<file path="config.mk">
export PLATFORM = sky130hd
export DESIGN_NAME = logic16_arbiter_flat
export DESIGN_NICKNAME = d
export VERILOG_FILES = /design/src/rtl/logic16_arbiter_if.sv /design/src/rtl/logic16_arbiter.sv /design/src/flat_wrapper.sv
export SDC_FILE = /design/constraint.sdc
export NUM_CORES = 1
export LEC_CHECK = 0
export CAP_MARGIN = 20
export CORE_UTILIZATION = 45
export CTS_CLUSTER_DIAMETER = 120
export DETAILED_ROUTE_END_ITERATION = 7
export GPL_ROUTABILITY_DRIVEN = 0
export PLACE_DENSITY = 0.75
export REMOVE_ABC_BUFFERS = 1
export SLEW_MARGIN = 5
export SYNTH_ARGS = -nofsm -noshare
export SYNTH_HDL_FRONTEND = slang
export SYNTH_SLANG_ARGS = --single-unit
</file>
<file path="constraint.sdc">
create_clock -name clk -period 3.3 [get_ports clk]
set_clock_uncertainty 0.2 [all_clocks]
set_input_delay 0.66 -clock clk [delete_from_list [all_inputs] [get_ports clk]]
set_output_delay 0.66 -clock clk [all_outputs]
set_load 0.01 [all_outputs]
</file>
<file path="src/rtl/logic16_arbiter_if.sv">
// Request/response bundle between two requesters and the shared 16-bit logic-unit arbiter.
// master = requester side, slave = arbiter side; rsp data is zero unless rsp valid is high.
interface logic16_arbiter_if #(
  parameter int WIDTH = 16
);
  logic             req0_valid;
  logic             req0_ready;
  logic [WIDTH-1:0] req0_a;
  logic [WIDTH-1:0] req0_b;
  logic [1:0]       req0_op;
  logic             rsp0_valid;
  logic [WIDTH-1:0] rsp0_data;
  logic             rsp0_ready;

  logic             req1_valid;
  logic             req1_ready;
  logic [WIDTH-1:0] req1_a;
  logic [WIDTH-1:0] req1_b;
  logic [1:0]       req1_op;
  logic             rsp1_valid;
  logic [WIDTH-1:0] rsp1_data;
  logic             rsp1_ready;

  modport master (
    output req0_valid, req0_a, req0_b, req0_op, rsp0_ready,
    output req1_valid, req1_a, req1_b, req1_op, rsp1_ready,
    input  req0_ready, rsp0_valid, rsp0_data,
    input  req1_ready, rsp1_valid, rsp1_data
  );

  modport slave (
    input  req0_valid, req0_a, req0_b, req0_op, rsp0_ready,
    input  req1_valid, req1_a, req1_b, req1_op, rsp1_ready,
    output req0_ready, rsp0_valid, rsp0_data,
    output req1_ready, rsp1_valid, rsp1_data
  );
endinterface

</file>
<file path="src/rtl/logic16_arbiter.sv">
// Round-robin share of one AND/OR/XOR/NOT unit; accept at T, response from T+2, one op per 3 cycles.
// Response is held until the owner's rsp_ready; no request is accepted outside IDLE.
module logic16_arbiter #(
  parameter int WIDTH = 16
) (
  input  logic                 clk,
  input  logic                 reset,
  logic16_arbiter_if.slave     bus,
  output logic                 busy
);

  typedef enum logic [1:0] {IDLE, EXEC, RESP} state_t;

  typedef struct packed {
    logic [WIDTH-1:0] a;
    logic [WIDTH-1:0] b;
    logic [1:0]       op;
  } op_t;

  state_t           state;
  op_t              lat;
  logic             owner;
  logic             last_grant;
  logic [WIDTH-1:0] result;
  logic             rsp0_vld_q;
  logic             rsp1_vld_q;
  logic             gnt0;
  logic             gnt1;

  function automatic logic [WIDTH-1:0] logic_unit(input op_t x);
    logic [WIDTH-1:0] r;
    case (x.op)
      2'b00:   r = x.a & x.b;
      2'b01:   r = x.a | x.b;
      2'b10:   r = x.a ^ x.b;
      default: r = ~x.a;
    endcase
    return r;
  endfunction

  // Grant depends only on request valids and the fairness pointer, never on rsp_ready.
  always_comb begin
    gnt0 = 1'b0;
    gnt1 = 1'b0;
    if (state == IDLE) begin
      if (bus.req0_valid && (!bus.req1_valid || last_grant)) gnt0 = 1'b1;
      else if (bus.req1_valid)                                gnt1 = 1'b1;
    end
  end

  assign bus.req0_ready = gnt0;
  assign bus.req1_ready = gnt1;
  assign bus.rsp0_valid = rsp0_vld_q;
  assign bus.rsp1_valid = rsp1_vld_q;
  assign bus.rsp0_data  = rsp0_vld_q ? result : '0;
  assign bus.rsp1_data  = rsp1_vld_q ? result : '0;

  always_ff @(posedge clk) begin
    if (reset) begin
      state      <= IDLE;
      lat        <= '0;
      owner      <= 1'b0;
      last_grant <= 1'b1;
      result     <= '0;
      rsp0_vld_q <= 1'b0;
      rsp1_vld_q <= 1'b0;
      busy       <= 1'b0;
    end else begin
      case (state)
        IDLE: begin
          if (gnt0 || gnt1) begin
            lat        <= gnt1 ? op_t'{bus.req1_a, bus.req1_b, bus.req1_op}
                               : op_t'{bus.req0_a, bus.req0_b, bus.req0_op};
            owner      <= gnt1;
            last_grant <= gnt1;
            busy       <= 1'b1;
            state      <= EXEC;
          end
        end
        EXEC: begin
          result     <= logic_unit(lat);
          rsp0_vld_q <= !owner;
          rsp1_vld_q <= owner;
          state      <= RESP;
        end
        RESP: begin
          if (owner ? bus.rsp1_ready : bus.rsp0_ready) begin
            rsp0_vld_q <= 1'b0;
            rsp1_vld_q <= 1'b0;
            busy       <= 1'b0;
            state      <= IDLE;
          end
        end
        default: state <= IDLE;
      endcase
    end
  end

endmodule

</file>
<file path="src/flat_wrapper.sv">
// flat-port wrapper written by rule: the top's interface ports become plain ports
module logic16_arbiter_flat 
#(
  parameter int WIDTH = 16
)
  (clk, reset, busy, bus_req0_valid, bus_req0_a, bus_req0_b, bus_req0_op, bus_rsp0_ready, bus_req1_valid, bus_req1_a, bus_req1_b, bus_req1_op, bus_rsp1_ready, bus_req0_ready, bus_rsp0_valid, bus_rsp0_data, bus_req1_ready, bus_rsp1_valid, bus_rsp1_data);
  logic16_arbiter_if #(.WIDTH(WIDTH)) bus_i ();
  input  logic clk;
  input  logic reset;
  output logic busy;
  input wire logic [$bits(bus_i.req0_valid)-1:0] bus_req0_valid;
  input wire logic [$bits(bus_i.req0_a)-1:0] bus_req0_a;
  input wire logic [$bits(bus_i.req0_b)-1:0] bus_req0_b;
  input wire logic [$bits(bus_i.req0_op)-1:0] bus_req0_op;
  input wire logic [$bits(bus_i.rsp0_ready)-1:0] bus_rsp0_ready;
  input wire logic [$bits(bus_i.req1_valid)-1:0] bus_req1_valid;
  input wire logic [$bits(bus_i.req1_a)-1:0] bus_req1_a;
  input wire logic [$bits(bus_i.req1_b)-1:0] bus_req1_b;
  input wire logic [$bits(bus_i.req1_op)-1:0] bus_req1_op;
  input wire logic [$bits(bus_i.rsp1_ready)-1:0] bus_rsp1_ready;
  output wire logic [$bits(bus_i.req0_ready)-1:0] bus_req0_ready;
  output wire logic [$bits(bus_i.rsp0_valid)-1:0] bus_rsp0_valid;
  output wire logic [$bits(bus_i.rsp0_data)-1:0] bus_rsp0_data;
  output wire logic [$bits(bus_i.req1_ready)-1:0] bus_req1_ready;
  output wire logic [$bits(bus_i.rsp1_valid)-1:0] bus_rsp1_valid;
  output wire logic [$bits(bus_i.rsp1_data)-1:0] bus_rsp1_data;
  assign bus_i.req0_valid = bus_req0_valid;
  assign bus_i.req0_a = bus_req0_a;
  assign bus_i.req0_b = bus_req0_b;
  assign bus_i.req0_op = bus_req0_op;
  assign bus_i.rsp0_ready = bus_rsp0_ready;
  assign bus_i.req1_valid = bus_req1_valid;
  assign bus_i.req1_a = bus_req1_a;
  assign bus_i.req1_b = bus_req1_b;
  assign bus_i.req1_op = bus_req1_op;
  assign bus_i.rsp1_ready = bus_rsp1_ready;
  assign bus_req0_ready = bus_i.req0_ready;
  assign bus_rsp0_valid = bus_i.rsp0_valid;
  assign bus_rsp0_data = bus_i.rsp0_data;
  assign bus_req1_ready = bus_i.req1_ready;
  assign bus_rsp1_valid = bus_i.rsp1_valid;
  assign bus_rsp1_data = bus_i.rsp1_data;
  logic16_arbiter #(.WIDTH(WIDTH)) u_core (.clk(clk), .reset(reset), .bus(bus_i), .busy(busy));
endmodule
</file>
==> results.sh <==
export IMPL_grt_pass1_wl_mm=15.8
export IMPL_coreArea_mm2=0.00830
export IMPL_crit_path_max_fanout=2
export IMPL_worst_path_max_delay_cell="clkdlybuf4s50_1"
export IMPL_clk_pin_slew_ns=0.06
export IMPL_rsz0062_at_grt="false"
export IMPL_numPortBuffers=110
export IMPL_totalWireLength_mm=9.57
export IMPL_ant_nets=0
export IMPL_num_vias=3517
export IMPL_cp_end_kind="primary output"
export IMPL_grt_overflow_total=0
export IMPL_synth_common_cells="68 x inv_1, 68 x nor3_1, 57 x dfxtp_1"
export IMPL_areaGrowthSynthToFinish_pct=33.9
export IMPL_holdWs_ns=0.280
export IMPL_tritoncts="yes"
export IMPL_hold_viol_final=0
export IMPL_period_minus_slack_ns=3.25
export IMPL_critPathRequiredTime_ns=2.44
export IMPL_clkLatencyLatePin_ns=0.33
export IMPL_synth_async_reset_ratio_pct=0
export IMPL_r2r_start="u_core.state[1]"
export IMPL_fin_nets=641
export IMPL_place_worst_setup_slack_ns=-0.0173
export IMPL_drive_above_1_share_pct=14.1
export IMPL_clock_fmax_mhz=308
export IMPL_postCtsSetupRepairBufs=0
export IMPL_fin_ws_ns=0.0506
export IMPL_hp_start="u_core.busy"
export IMPL_num_io_pins=111
export IMPL_worstSetupPathType="input port to primary output"
export IMPL_root_buffer="clkbuf_8"
export IMPL_first_global_vias=3389
export IMPL_firstDrtPassIters=6
export IMPL_tightest_slew_ns=0.709
export IMPL_synth_area_mm2=0.00390
export IMPL_yosysTopAreaCell="dfxtp_1"
export IMPL_min_period_over_period_pct=98.5
export IMPL_synth_top_area_share_pct=29.2
export IMPL_worstSetupStartpointType="input port"
export IMPL_setup_viol=0
export IMPL_ctsResizeCount=1
export IMPL_p_leak_nw=1.92
export IMPL_numCtsBuffers=9
export IMPL_drc_errors=0
export IMPL_grt_max_degree=36
export IMPL_drv_slew=0
export IMPL_avgSynthCellArea_um2=8.75
export IMPL_worstSetupStartpoint="bus_req1_valid"
export IMPL_synth_top_cells_by_area="dfxtp_1 29%, a2111oi_2 11%, ha_1 10%, mux4_2 9.2%, nor3_1 8.7%"
export IMPL_cts_sinks=57
export IMPL_htreeDepth=3
export IMPL_synth_seq_area_share_pct=29.2
export IMPL_yosysWarnings=0
export IMPL_status="completed"
export IMPL_hp_class="register to register"
export IMPL_cp_common_cell="clkdlybuf4s50_1"
export IMPL_synth_edf_count=0
export IMPL_cpPeakStageDelay_ns=0.53
export IMPL_synthFlopType="dfxtp_1"
export IMPL_path_cells="clkdlybuf4s50_1 > or3b_1 > or2_4 > inv_1 > clkdlybuf4s50_1"
export IMPL_place_hpwl_mm=6.72
export IMPL_core_rowCount=33
export IMPL_powerDensity_mw_per_mm2=417
export IMPL_track_usage_pct=22.5
export IMPL_slew_headroom_pct=52.7
export IMPL_worst_ep_arrival_time_ns=2.39
export IMPL_cap_violations=0
export IMPL_wire_per_inst_um=14.9
export IMPL_vias_per_cell=5.46
export IMPL_ir_drop_mv=0.249
export IMPL_cts_buffer_depth=2
export IMPL_drt_iter0_markers=137
export IMPL_fp_dieH_um=95.1
export IMPL_antenna_cells=0
export IMPL_die_area_mm2=0.00905
export IMPL_ys_ff_latch=57
export IMPL_dieWidth_um=95.1
export IMPL_start_util_pct=47.0
export IMPL_ys_types=30
export IMPL_synth_cells=446
export IMPL_antenna_found_initial=0
export IMPL_cts_hold_buf=0
## power by group
| group | internal, W | switching [W] | total [W] |
|---|---|---|---|
| clock network | 0.000383 | 0.000261 | 0.000644 |
| logic | 0.000347 | 0.000333 | 0.000680 |
| registers | 0.000771 | 0.0000861 | 0.000857 |
## per-stage QoR
step	total power, W	std cells	setup TNS (ns)	instance area (um2)	utilization [%]
final	0.00218	644	0	5230	63.0
after global routing	0.00231	644	0	5230	63.0
after CTS	0.00219	644	0	5230	63.0
after detailed placement	0.00155	629	-0.0173	5030	60.6
after global placement	0.00152	629	-0.0172	5030	60.6
after floorplan	0.00127	404	-0.290	3710	-
## per-layer routing
metal  routed length (um)  GRT usage (%)  vias to the layer above
met3                  364           2.95                       17
met5                    0              0                        -
met1                 4210           27.6                     1653
met2                 4790           39.5                       98
met4                  204           9.60                        0
li1                     -              -                     1749
## placed cells by master (no fill, tap or decap), types with 6 or more instances in the layout
cell type          n
clkdlybuf4s50_1  109
dfxtp_1           57
inv_1             68
ha_1              32
o22ai_1            6
nand2b_1           9
a21oi_1           38
a2111oi_2         28
mux4_2            16
a2111oi_0          6
and2_1            33
buf_4              9
clkbuf_8          11
a211oi_1          10
nor2_1            15
nor3_1            68
## cell families after synthesis
group / synth area share, %
AOI/OAI and AO/OA: 20.8
adders and majority gates: 10.3
buffers and inverters: 11.6
DFF: 29.2
muxes: 9.49
and+or+nand+nor: 18.7
## cell type report
cell class                 count  area, um2
tap                          105        131
timing repair buffer         120       1180
sequential                    57       1140
clock buffer                  12        155
fill                         727       3070
multi-input combinational    279       2320
inverter                      68        255
clock inverter                 3       40.0
## registers in the layout, indices dropped and copies added (netlist names)
| register | flops |
|---|---|
| u_core.busy | 1 |
| u_core.bus.rsp1_valid | 1 |
| u_core.lat | 34 |
| u_core.owner | 1 |
| u_core.bus.rsp0_valid | 1 |
| u_core.last_grant | 1 |
| u_core.result | 16 |
| u_core.state | 2 |
## worst paths after layout
| path | endpoint | slack, ns | depth (start not counted) |
|---|---|---|---|
| min | u_core.busy | 0.28 | 2 |
| max | bus_req1_ready | 0.05 | 5 |
| min reg2reg | u_core.busy | 0.28 | 2 |
| max reg2reg | u_core.lat[1] | 1.03 | 4 |
## worst max-delay path, delay by kind of cell
kind | cells | cell delay (ns)
buffers and inverters | 3 | 1.07
and+or+nand+nor | 2 | 0.66
No activity file was read; power rests on OpenSTA's default activity.
